==> config.mk <==
export PLATFORM = sky130hd
export DESIGN_NAME = rs_ff_pipeline_tail_fifo
export DESIGN_NICKNAME = d
export VERILOG_FILES = /design/src/rtl/rs_ff_pkg.sv /design/src/rtl/rs_ff_tail_mem.sv /design/src/rtl/rs_ff_pipeline_tail_fifo.sv
export SDC_FILE = /design/constraint.sdc
export NUM_CORES = 1
export LEC_CHECK = 0
export CAP_MARGIN = 20
export CELL_PAD_IN_SITES_DETAIL_PLACEMENT = 1
export CELL_PAD_IN_SITES_GLOBAL_PLACEMENT = 1
export CORE_AREA = 2 2 227 452
export CTS_CLUSTER_SIZE = 16
export DETAILED_ROUTE_END_ITERATION = 8
export DIE_AREA = 0 0 229 454
export PLACE_DENSITY = 0.64
export SYNTH_ARGS = -nofsm -noshare
export SYNTH_HDL_FRONTEND = slang
export SYNTH_SLANG_ARGS = --single-unit
==> constraint.sdc <==
create_clock -name clk -period 4.1 [get_ports clk]
set_input_delay 0.82 -clock clk [delete_from_list [all_inputs] [get_ports clk]]
set_output_delay 0.82 -clock clk [all_outputs]
set_load 0.005 [all_outputs]
==> src/rtl/rs_ff_pkg.sv <==
// Shared helpers for the RS_FF_PP relay-station FIFO link.
package rs_ff_pkg;

    function automatic int clog2(input int value);
        int r;
        r = 0;
        while ((1 << r) < value) r++;
        return r;
    endfunction

    // Free slots a tail must keep for words still in flight through the body stages
    function automatic int RS_RESERVE(input int level);
        return 2 * level + 2;
    endfunction

    function automatic int ptr_width(input int depth);
        return (clog2(depth) < 1) ? 1 : clog2(depth);
    endfunction

endpackage

==> src/rtl/rs_ff_tail_mem.sv <==
// Simple dual-port register array: synchronous write, asynchronous read.
module rs_ff_tail_mem #(
    parameter int DATA_WIDTH = 32,
    parameter int DEPTH      = 32,
    parameter int ADDR_WIDTH = 5
) (
    input  logic                  clk,
    input  logic                  we,
    input  logic [ADDR_WIDTH-1:0] waddr,
    input  logic [DATA_WIDTH-1:0] wdata,
    input  logic [ADDR_WIDTH-1:0] raddr,
    output logic [DATA_WIDTH-1:0] rdata
);

    logic [DATA_WIDTH-1:0] mem [DEPTH];

    always_ff @(posedge clk) begin
        if (we) mem[waddr] <= wdata;
    end

    assign rdata = mem[raddr];

endmodule

==> src/rtl/rs_ff_pipeline_tail_fifo.sv <==
// Tail stage of a pipelined relay-station FIFO: FWFT read port, registered almost-full.
// Optional macro RS_TAIL_OCCUPANCY_EN adds occupancy and peak outputs.
module rs_ff_pipeline_tail_fifo
    import rs_ff_pkg::*;
#(
    parameter int DATA_WIDTH = 32,
    parameter int PIPE_LEVEL = 6,
    parameter int DEPTH      = 32
) (
    input  logic                  clk,
    input  logic                  rst_n,
    input  logic [DATA_WIDTH-1:0] if_din,
    input  logic                  if_write,
    output logic                  if_full_n,
    output logic [DATA_WIDTH-1:0] if_dout,
    output logic                  if_empty_n,
    input  logic                  if_read,
    output logic                  overflow
`ifdef RS_TAIL_OCCUPANCY_EN
    ,
    output logic [clog2(DEPTH):0] occupancy,
    output logic [clog2(DEPTH):0] peak
`endif
);

    localparam int RESERVE = RS_RESERVE(PIPE_LEVEL);
    localparam int AW      = ptr_width(DEPTH);
    localparam int CW      = clog2(DEPTH) + 1;

    if (DEPTH < RESERVE + 2) begin : g_depth_check
        $error("rs_ff_pipeline_tail_fifo: DEPTH must be >= RESERVE+2");
    end
    if ((1 << clog2(DEPTH)) != DEPTH) begin : g_pow2_check
        $error("rs_ff_pipeline_tail_fifo: DEPTH must be a power of two");
    end

    logic [AW-1:0]         wr_ptr, rd_ptr;
    logic [CW-1:0]         count, count_next;
    logic                  push, pop, full;
    logic [DATA_WIDTH-1:0] rd_data;

    always_comb begin
        full       = (count == CW'(DEPTH));
        if_empty_n = (count != '0);
        pop        = if_read & if_empty_n;
        // A pop in the same cycle frees the slot, so a full FIFO still accepts the write
        push       = if_write & (~full | pop);
        count_next = count + CW'(push) - CW'(pop);
        if_dout    = if_empty_n ? rd_data : '0;
    end

    always_ff @(posedge clk or negedge rst_n) begin
        if (!rst_n) begin
            wr_ptr    <= '0;
            rd_ptr    <= '0;
            count     <= '0;
            if_full_n <= 1'b0;
            overflow  <= 1'b0;
        end else begin
            if (push) wr_ptr <= wr_ptr + AW'(1);
            if (pop)  rd_ptr <= rd_ptr + AW'(1);
            count     <= count_next;
            if_full_n <= (count_next <= CW'(DEPTH - RESERVE));
            if (if_write & full & ~pop) overflow <= 1'b1;
        end
    end

    rs_ff_tail_mem #(
        .DATA_WIDTH (DATA_WIDTH),
        .DEPTH      (DEPTH),
        .ADDR_WIDTH (AW)
    ) u_mem (
        .clk   (clk),
        .we    (push),
        .waddr (wr_ptr),
        .wdata (if_din),
        .raddr (rd_ptr),
        .rdata (rd_data)
    );

`ifdef RS_TAIL_OCCUPANCY_EN
    logic [CW-1:0] peak_q;

    always_ff @(posedge clk or negedge rst_n) begin
        if (!rst_n)                  peak_q <= '0;
        else if (count_next > peak_q) peak_q <= count_next;
    end

    assign occupancy = count;
    assign peak      = peak_q;
`endif

endmodule

Word-level counts from Yosys, hierarchy flattened
Memories as Yosys holds them, arrays and structs flattened.
Index checks and enable logic that the tools add are counted.
{"block": "op_classes", "n_addsub": 4, "mul": 0, "div_mod_pow": 0, "magnitude_cmp": 1, "n_eq_ne": 1, "shifts": 0, "n_mux": 3, "bitwise_logic": 7, "reduce_logical": 1}
{"op": "$mux W32", "count": 1}
{"op": "$add A5 B1 Y5 const B", "count": 2}
{"op": "$add A6 B1 Y6", "count": 1}
{"op": "$eq A6 B6 Y1 const B", "count": 1}
{"op": "$le A6 B5 Y1 const B", "count": 1}
{"op": "$reduce_bool A6 Y1", "count": 1}
{"op": "$sub A6 B1 Y6", "count": 1}
{"op": "$and A1 B1 Y1", "count": 4}
{"op": "$mux W1", "count": 2}
{"op": "$not A1 Y1", "count": 2}
{"op": "$or A1 B1 Y1", "count": 1}
{"block": "word_totals", "register_bits": 18, "latch_bits": 0, "mem_bits_rw": 1024, "rom_bits": 0, "in_bits": 36, "out_inout_bits": 35, "n_memories": 1}
{"name": "u_mem.mem", "words": 32, "word_bits": 32, "rd": 1, "rd_clocked_by_memory_dff": 0, "wr": 1, "line": "rs_ff_tail_mem.sv:15", "text": "logic [DATA_WIDTH-1:0] mem [DEPTH];"}

Logic depth before layout (Yosys ltp)
{"block": "depth", "word_depth": 7, "depth_mapped": 14}

Cells and area by module
From an unflattened synthesis, not the netlist that was laid out.
{"block": "unflattened", "cells_unflattened": 2354, "area_unflattened_um2": 41114.4}
{"module": "rs_ff_tail_mem", "instances": 1, "cells_per_inst": 2228, "area_each_um2": 39844.5, "seq_area_each_um2": 30749.5}
{"module": "rs_ff_pipeline_tail_fifo", "instances": 1, "cells_per_inst": 126, "area_each_um2": 1270.0, "seq_area_each_um2": 450.4}

Worst setup path after synthesis
OpenSTA, ideal clock, no wires.
{"block": "synth_timing", "kind": "input to register", "from": "in if_read", "to": "mem u_mem.mem[31][0], enable pin", "arrival_ns": 3.027, "required_time_ns": 3.679, "slack_ns": 0.652, "path_stages": 5, "n_path_buf": 1, "cell_sequence": "nand2b_1 a31oi_1 nand2_1 buf_2 nor2_1"}
{"block": "synth_via", "elab_chain_len": 5}
{"element": "start, declared", "line": "rs_ff_pipeline_tail_fifo.sv:17", "text": "input logic if_read,"}
{"element": "$and A1 B1 Y1", "line": "rs_ff_pipeline_tail_fifo.sv:45", "text": "pop = if_read & if_empty_n;"}
{"element": "$or A1 B1 Y1", "line": "rs_ff_pipeline_tail_fifo.sv:47", "text": "push = if_write & (~full | pop);"}
{"element": "$and A1 B1 Y1", "line": "rs_ff_pipeline_tail_fifo.sv:47"}
{"element": "$mux W1", "line": "rs_ff_tail_mem.sv:18", "text": "if (we) mem[waddr] <= wdata;"}
{"element": "$mux W1 (not written as such)", "line": "rs_ff_tail_mem.sv:18"}
{"element": "end, declared", "line": "rs_ff_tail_mem.sv:15"}
Every way passes these cells.

Worst setup path after layout
{"block": "layout_timing", "from": "reg rd_ptr[0]", "to": "out if_dout[4]"}
{"block": "layout_via", "elab_chain_len": 2}
{"element": "start, declared", "line": "rs_ff_pipeline_tail_fifo.sv:37", "text": "logic [AW-1:0] wr_ptr, rd_ptr;"}
{"element": "start signal, assigned", "line": "rs_ff_pipeline_tail_fifo.sv:61", "text": "if (pop) rd_ptr <= rd_ptr + AW'(1);"}
{"element": "$mem_v2 Z32 W32"}
{"element": "$mux W32", "line": "rs_ff_pipeline_tail_fifo.sv:49", "text": "if_dout = if_empty_n ? rd_data : '0;"}
{"element": "end, declared", "line": "rs_ff_pipeline_tail_fifo.sv:15", "text": "output logic [DATA_WIDTH-1:0] if_dout,"}
Every way passes these cells.

==> results.md <==
* Slew Viols, Final at 0
* Post-synthesis cell count at 1874
* Finished Core Util at 0.474
* Share of layout cells above drive strength 1 at 0.271
* Mapped Nets at 1924
* Io pins at 71
* Static Leak at 15.5 nW
* Worst-case clock buffer depth at 3
* Drt total wl at 112 mm
* PD cells at 683 nW/µm²
* Most frequent cells after synthesis: edfxtp_1, mux4_2, mux2i_1
* Sequential-to-total area share from yosys stat at 0.782
* Via density at 5.71
* DP Cell Count at 3279
* Dominant register cell in the synthesized netlist: edfxtp_1
* Synth top area share at 0.770
* Clock Tree Root: clkbuf_16
* Final setup TNS at 0 ns
* Worst Path Max Fanout at 13
* Status: finished, final reports clean
* Final min period at 4.04 ns
* Via count at 20066
* Number of flops mapped to enable cells by yosys at 1024
* Worst Hold Class: in -> async
* Critical Path Source Type: flip-flop
* Port bufs at 70
* Slew @ Worst Pin at 1.09 ns
* Critical path type: reg -> out
* Initial Utilization at 0.396
* First-pass GRT wire length at 160 mm
* Worst skew pair latency at 0.70 ns
* Synth area leaders: edfxtp_1, mux4_2, mux2i_1
* Final period utilization at 0.986
* Syn_area_per_cell at 21.3 µm²
* GRT Util Overall at 0.217
* NumNets Final at 2154
* Clock Sink Count at 1042
* Top cell type by total area after synthesis: edfxtp_1
* CTS Buf Count at 88
* Std-Cell Rows at 165
* Detailed placement HPWL at 64.4 mm
* Per-cell routed wire length at 32.0 µm
* Core box area at 101000 µm²
* Synth warn at 0
* Worst Skew at 0.0273 ns
* CTS tree: built
* Most frequent cell after synthesis: edfxtp_1
* Remaining DRCs at 0
* Max Clk Rate at 0.247 GHz
* Largest net degree at the start of global routing at 80
* Worst Path Arrival at 3.22 ns
* Die height at 454 µm
* Post-synthesis sequential element count at 1042
* Fin cells at 3516
* First-pass DRT Iterations at 5
* Final Hold Violating Endpoints at 0
* Routability cong. at 0.757
* Global route overflow at 0
* Post-route ant nets at 0
* Distinct cell type count after synthesis at 40
* Die ar. at 104000 µm²
* Area delta synth->final at 19.5%
* RSZ-0062 raised after global routing: true
* Critical path required time at 3.28 ns
* Initial antenna violation count at 3
* Asr flop ratio synth at 0.0173
* Chip width at 229 µm
* Crit path launch: rd_ptr[0]
* Final setup fails at 0
* Max cap viols at 0
* Clk slew on worst S/H paths at 0.07 ns
* Clock H-tree levels at 3
* Hold_ws at 0.408 ns
* Kind of capture point of the worst setup path: output port
* Max_slew headroom at 0.271
* Peak supply drop at 554 µV
* DR iter-0 viols at 1853
* Post-Syn Area at 39900 µm²
* R2r startpoint: count[3]
* Vias in the first global route at 21908
## state kept, by name (all words and copies together), names as in the netlist
| signal | cells |
|---|---|
| u_mem.mem | 1024 |
| wr_ptr | 5 |
| count | 6 |
| overflow | 1 |
| if_full_n | 1 |
| rd_ptr | 5 |
## metrics by stage
step	power, mW	area [µm²]	worst slack (ns)
2_1_floorplan	18.7	39900	0.652
6_report	32.6	47700	0.0588
4_1_cts	32.5	46800	-0.0807
5_1_grt	33.8	47700	-0.0295
3_3_place_gp	22.9	43200	0.475
3_5_place_dp	23.1	43200	0.494
## worst max-delay path: stages (launching register included)
cell and delay, ns:
dfrtp_4 0.53, buf_4 0.17, clkbuf_16 0.16, buf_4 0.14, bufbuf_16 0.29, mux4_2 0.45, a211oi_2 0.23, nand2_1 0.07
and3_1 0.20, clkdlybuf4s15_1 0.29
## cell type report
type / instances / area [µm²]
fill: 9251 / 53000
sequential: 1042 / 31200
multi-input combinational: 716 / 8620
timing repair buffer: 246 / 3320
clock buffer: 106 / 2290
tap: 1336 / 1670
clock inverter: 58 / 562
inverter: 10 / 37.5
antenna: 2 / 5.00
## cells by family (layout without fill, tap and decap cells)
| group | after synthesis | after routing | share of synthesized area |
|---|---|---|---|
| DFF | 1042 | 1042 | 0.782 |
| muxes | 321 | 321 | 0.141 |
| xor gates and xnor gates | 10 | 10 | 0.00219 |
| adders and majority gates | 14 | 14 | 0.00458 |
| AOI/OAI and AO/OA | 206 | 206 | 0.0365 |
| other | 0 | 2 | 0 |
| and+or+nand+nor | 165 | 165 | 0.0188 |
| buffers and inverters | 116 | 420 | 0.0156 |
## what timing repair did
item | CTS | global route
setup buffers | 19 | 15
gates resized for setup | 66 | 56
gates cloned | 13 | 2
pin swaps | 4 | 10
hold buffers | 0 | 0
setup endpoints to repair | 32 | 20
## worst paths after layout
path	endpoint	slack [ns]	depth (start not counted)
hold reg to reg	overflow	0.55	1
setup / recovery	if_dout[4]	0.06	9
hold / removal	count[5]	0.41	1
setup reg to reg	if_full_n	0.72	15
max in group asynchronous	rd_ptr[0]	3.27	2
min in group clk	overflow	0.55	1
## per-layer routing
layer,track usage,vias up,routed length [µm]
met4,0.0741,2,3530
li1,-,8301,-
met5,0,-,13
met3,0.0356,175,5750
met2,0.403,632,62000
met1,0.254,10956,41200
## layout by cell type, fill, tap and decap left out, types with 24 or more instances in the layout
master           instances
a22oi_1                 47
clkinv_1                24
nor2_4                  33
clkdlybuf4s50_1         47
nand2_1                 69
buf_12                  31
clkbuf_16               99
o221ai_1                32
mux4_2                 192
mux2i_1                124
a21oi_1                 31
edfxtp_1              1024
buf_4                   94
buf_16                  26
and3_1                  24
o22ai_1                 31
## power breakdown
group / total, mW / leakage, nW / internal [mW] / switching (mW)
Combinational: 11.3 / 4.69 / 5.28 / 6.04
Sequential: 12.8 / 9.43 / 12.4 / 0.368
Clock: 8.49 / 1.39 / 4.60 / 3.89
Total: 32.6 / 15.5 / 22.3 / 10.3
(Power assumes the default switching activity.)
==> RTL change 1: new RTL, same flow settings <==
One comparison of `count` changes from == to >=.
--- a/src/rtl/rs_ff_pipeline_tail_fifo.sv
+++ b/src/rtl/rs_ff_pipeline_tail_fifo.sv
@@ -41,5 +41,5 @@
 
     always_comb begin
-        full       = (count == CW'(DEPTH));
+        full       = (count >= CW'(DEPTH));
         if_empty_n = (count != '0);
         pop        = if_read & if_empty_n;
Function: same outputs for any inputs over 4 cycles, from zero or initial values and one cycle with rst_n low; that may be too few to reach the edited logic, so the function may still have changed.
==> RTL change 1 against the unedited design <==
- largest cell class unchanged
- clock power down 3.1%
- first-iteration DRC count down 5.3%
- total power down 1.2%
- area after synthesis up 0.11%
- highest routed layer unchanged
- non-clock buffer count up 4
- count of clock-buffer cells in the layout up 12
- sequential share of layout area up 0.14 points
- final area down 0.20%
- routed wire length up 3.9%
- setup slack worse by 0.045 ns
- sequential cell count unchanged
- hold slack better by 0.077 ns
- largest power group unchanged
==> RTL change 1: results (changes against the unedited design) <==
WHS Path Cells=1; Post-Synth Adder-Cell Area=0.00457 (was 0.00458); Worst IR Drop VDD=466 µV (was 554 µV); TritonCTS buffer count=91 (was 88); max reg flops=1024 (unchanged); Finished Layout Cells=3520 (was 3516); largest cells by area after synthesis=edfxtp_1 77%, mux4_2 11%, mux2i_1 3.2% (unchanged); Max FO, Critical Path=7 (was 13); first-pass GRT wire length=165 mm (was 160 mm); Async SR Flop Fraction=0.0173 (unchanged); syn_nets=1926 (was 1924); later-pin clock latency in the skew report=0.70 ns (about the same); leakage=15.4 nW (was 15.5 nW); Worst slew margin=0.252 (was 0.271); GRT Util Overall=0.225 (was 0.217); YS warnings=0 (unchanged); Placer Congestion=0.771 (was 0.757); final clock skew=0.0176 ns (was 0.0273 ns); IO buf count=70 (unchanged); mean post-synth cell area=21.3 µm² (about the same); initial antenna violation count=5 (was 3); post-synthesis compound-gate area fraction=0.0362 (was 0.0365); largest net degree at the start of global routing=83 (was 80); cell total after placement=3291 (was 3279); Critical Path Max Stage Delay=~0.52 ns; Synth Area in XOR/XNOR=0.00241 (was 0.00219); hold endpoint=overflow; sequential fraction of the synthesis area=0.781 (was 0.782); Post-synth EDFFs=1024 (unchanged); Synth top cells by count=1024 x edfxtp_1, 192 x mux4_2, 128 x mux2i_1 (unchanged); CP max stage cell=mux4_2 (was dfrtp_4); Synth cell types=42 (was 40); DP HPWL=65.7 mm (was 64.4 mm); R2R depth=13 (was 15); worst hold-check path type=flop to flop (was input port to asynchronous set/reset pin); top flop regs=u_mem.mem x1024, count x6 (unchanged); reg2reg start=count[3] (unchanged); first-pass iteration count of the detailed router=7 (was 5); Initial DRC Count=1755 (was 1853); CTS H-tree lvls=3 (unchanged); hold_buf cts=0 (unchanged); # nets final=2162 (was 2154); R2R setup slack=0.54 ns (was 0.72 ns); min-delay src=overflow; routed len/inst=33.2 µm (was 32.0 µm); share of cells above drive strength 1=0.265 (was 0.271); Most used DFF post-synth=edfxtp_1 (unchanged); Arr. time, crit path=3.27 ns (was 3.22 ns); worst r2r dst=if_full_n (unchanged); Worst-path clk slew=0.07 ns (about the same); mux cell area share after synthesis=0.140 (was 0.141); via count=20331 (was 20066); vias in the first global route=21792 (was 21908); outcome=completed (unchanged); Max clock buf depth=3 (unchanged)
## RTL change 1: changes by cell type in the layout (fill, tap and decap cells not counted), moves of 4 or more
cell             delta
buf_12              +7
buf_6               +6
dlygate4sd2_1       -5
and3_2              +5
buf_16              -7
nand2_1             +5
clkbuf_1            +7
nand2_2             -6
and3_1              -6
dlymetal6s2s_1      -4
inv_6               -4
bufinv_16           -6
clkdlybuf4s50_1    +12
## RTL change 1: layout make-up
| type | count | area (µm²) |
|---|---|---|
| Inverter | 8 | 30.0 |
| Fill cell | 9216 | 53100 |
| Clock buffer | 118 | 2440 |
| Antenna cell | 3 | 7.51 |
| Sequential cell | 1042 | 31200 |
| Clock inverter | 44 | 314 |
| Multi-Input combinational cell | 719 | 8600 |
| Timing Repair Buffer | 250 | 3330 |
| Tap cell | 1336 | 1670 |
## RTL change 1: kinds of logic after synthesis
logic type,count (synthesis)
mux,320
xor+xnor,11
simple gates,169
buf+inv,116
flops,1042
compound gates,204
fa+ha+maj,14
## RTL change 1: power breakdown
| group | leakage [nW] | internal (mW) | total, mW | switching [mW] |
|---|---|---|---|---|
| combinational | 4.63 | 5.27 | 11.3 | 6.03 |
| sequential | 9.42 | 12.3 | 12.7 | 0.385 |
| clock | 1.34 | 4.40 | 8.23 | 3.83 |
## RTL change 1: per-stage QoR
stage	worst slack, ns	instance area [µm²]	hold WS, ns	power (mW)
after floorplan	0.661	40000	0.451	18.5
after global placement	0.376	43400	0.448	22.7
after detailed placement	0.387	43400	0.476	22.9
after CTS	-0.0620	47000	0.492	32.3
after global routing	-0.0840	47600	0.514	33.3
final	0.0137	47600	0.485	32.2
## RTL change 1: worst max-delay path by stage
stage	from	end	slack [ns]
floorplan	if_read	u_mem.mem[30][0]	0.66
global placement	rd_ptr[1]	if_dout[17]	0.38
detailed placement	rd_ptr[1]	if_dout[17]	0.39
CTS	rd_ptr[0]	if_dout[14]	-0.06
global route	rd_ptr[0]	if_dout[8]	-0.08
finish	rd_ptr[0]	if_dout[15]	0.01
## RTL change 1: worst max-delay path, delay by kind of cell (launching register included)
family                 cells  cell delay, ns
buffers and inverters      4            0.95
DFF                        1            0.44
muxes                      1            0.52
and+or+nand+nor            2            0.41
AOI/OAI and AO/OA          1            0.24
## RTL change 1: layer usage
| layer | wire length (µm) | GRT usage |
|---|---|---|
| met3 | 4920 | 0.0294 |
| met1 | 42700 | 0.259 |
| met4 | 4230 | 0.0865 |
| met2 | 65000 | 0.424 |
| met5 | 16 | 0 |
## RTL change 1: timing repair
item                       CTS  global route
cloned                      12             3
resized for setup           73            27
hold endpoints to repair     0             0
pin swaps                    6             5
setup buffers               25             8
setup endpoints to repair   32            23
==> RTL change 2: new RTL, same flow settings <==
Without the edit above. The option `RS_TAIL_OCCUPANCY_EN` is turned on by a define.
--- a/src/rtl/rs_ff_pipeline_tail_fifo.sv
+++ b/src/rtl/rs_ff_pipeline_tail_fifo.sv
@@ -1,4 +1,6 @@
 // Tail stage of a pipelined relay-station FIFO: FWFT read port, registered almost-full.
 // Optional macro RS_TAIL_OCCUPANCY_EN adds occupancy and peak outputs.
+`define RS_TAIL_OCCUPANCY_EN
+
 module rs_ff_pipeline_tail_fifo
     import rs_ff_pkg::*;
Check against the original RTL (old outputs only; new: occupancy and peak): same outputs for any inputs over 4 cycles, from zero or initial values and one cycle with rst_n low; that may be too few to reach the edited logic, so the function may still have changed.
==> RTL change 2 against the unedited design <==
- setup slack lost 0.057 ns
- total power increased by 7.0%
- sequential cell count up 6
- non-clock buffer count grew 31
- routed wire length down 3.5%
- final area is 1.9% higher
- area after synthesis grew 1.3%
- critical path type unchanged
- largest cell class unchanged
- largest power group is now combinational logic
- highest routed layer is now met4
==> RTL change 2: results (changes against the unedited design) <==
syn_nets=1719 (was 1924); vias in the first global route=20790 (was 21908); multi-input logic area=0.00910 mm² (was 0.00862 mm²); Worst IR Drop VDD=383 µV (was 554 µV); Max FO, Critical Path=8 (was 13); outcome=completed (unchanged); Critical Path End=if_dout[17] (was if_dout[4]); met1 Usage GRT=0.243 (was 0.254); largest cells by area after synthesis=edfxtp_1 76%, mux4_2 18%, dfrtp_1 1.5% (was edfxtp_1 77%, mux4_2 11%, mux2i_1 3.2%); Initial DRC Count=1615 (was 1853); reg2reg start=occupancy[3] (was count[3]); Synth top cells by count=1024 x edfxtp_1, 320 x mux4_2, 67 x nor2_1 (was 1024 x edfxtp_1, 192 x mux4_2, 128 x mux2i_1); Post-DP Area=0.0442 mm² (was 0.0432 mm²); mux cell area share after synthesis=0.188 (was 0.141); routed len/inst=32.4 µm (was 32.0 µm); post-synthesis compound-gate area fraction=0.00350 (was 0.0365); Worst slew margin=0.274 (was 0.271); cell total after placement=3117 (was 3279); Setup crit start=rd_ptr[0] (unchanged); TritonCTS buffer count=90 (was 88); Placer Congestion=0.762 (was 0.757); Synth Area in XOR/XNOR=0.00316 (was 0.00219); post-place setup slack=-0.566 ns (was 0.494 ns); fillers=9002 (was 9251); sequential fraction of the synthesis area=0.776 (was 0.782); initial antenna violation count=3 (unchanged); final clock skew=0.0381 ns (was 0.0273 ns); mean post-synth cell area=24.3 µm² (was 21.3 µm²); Fmax=244 MHz (was 247 MHz); DP HPWL=62.6 mm (was 64.4 mm); largest net degree at the start of global routing=56 (was 80); R2R setup slack=0.04 ns (was 0.72 ns)
[RTL change 2: what timing repair did]
action / 4_1_cts / 5_1_grt
gates cloned: 17 / 2
buffers inserted: 46 / 13
pin swaps: 5 / 12
endpoints found under the setup margin: 37 / 26
gates resized for setup: 191 / 43
[RTL change 2: worst min-delay path by stage]
stage / depth (start not counted) / to / slack [ns]
finish: 1 / occupancy[5] / 0.41
global route: 1 / occupancy[5] / 0.44
CTS: 1 / occupancy[5] / 0.39
detailed placement: 1 / overflow / 0.48
global placement: 1 / overflow / 0.46
floorplan: 1 / overflow / 0.46
[RTL change 2: critical path: stages, from the launching register on]
cell and delay, ns:
dfrtp_4 0.47, buf_6 0.12, buf_12 0.14, buf_12 0.15, buf_16 0.15, mux4_2 0.54, mux4_2 0.51, mux2i_4 0.27
nor2_2 0.05, buf_2 0.15
[RTL change 2: area by class of cell]
class | count | area share
clock buffers | 108 | 0.0490
clock inverters | 55 | 0.0135
flip-flops and latches | 1048 | 0.645
inverters | 20 | 0.00160
diodes | 1 | 0.0000515
repair buffers | 277 | 0.0692
multi-input cells | 509 | 0.187
well taps | 1336 | 0.0344
[RTL change 2: cell families (layout without fill, tap and decap cells)]
family / count (synthesis) / in the layout
flops: 1048 / 1048
mux: 359 / 359
buf+inv: 106 / 460
simple gates: 98 / 98
fa+ha+maj: 20 / 20
compound gates: 19 / 19
xor+xnor: 13 / 13
other cells: 0 / 1
[RTL change 2: power by group]
group	total, mW	switching (mW)	internal (mW)
registers	12.9	0.329	12.5
clock network	8.95	3.86	5.09
logic	13.1	6.11	6.95
total	34.9	10.3	24.6
[RTL change 2: metal layers]
| metal | wire [µm] | vias to the layer above |
|---|---|---|
| met4 | 3430 | 0 |
| met2 | 61300 | 639 |
| met3 | 5100 | 171 |
| met5 | 0 | - |
| met1 | 38800 | 10357 |
| li1 | - | 7665 |
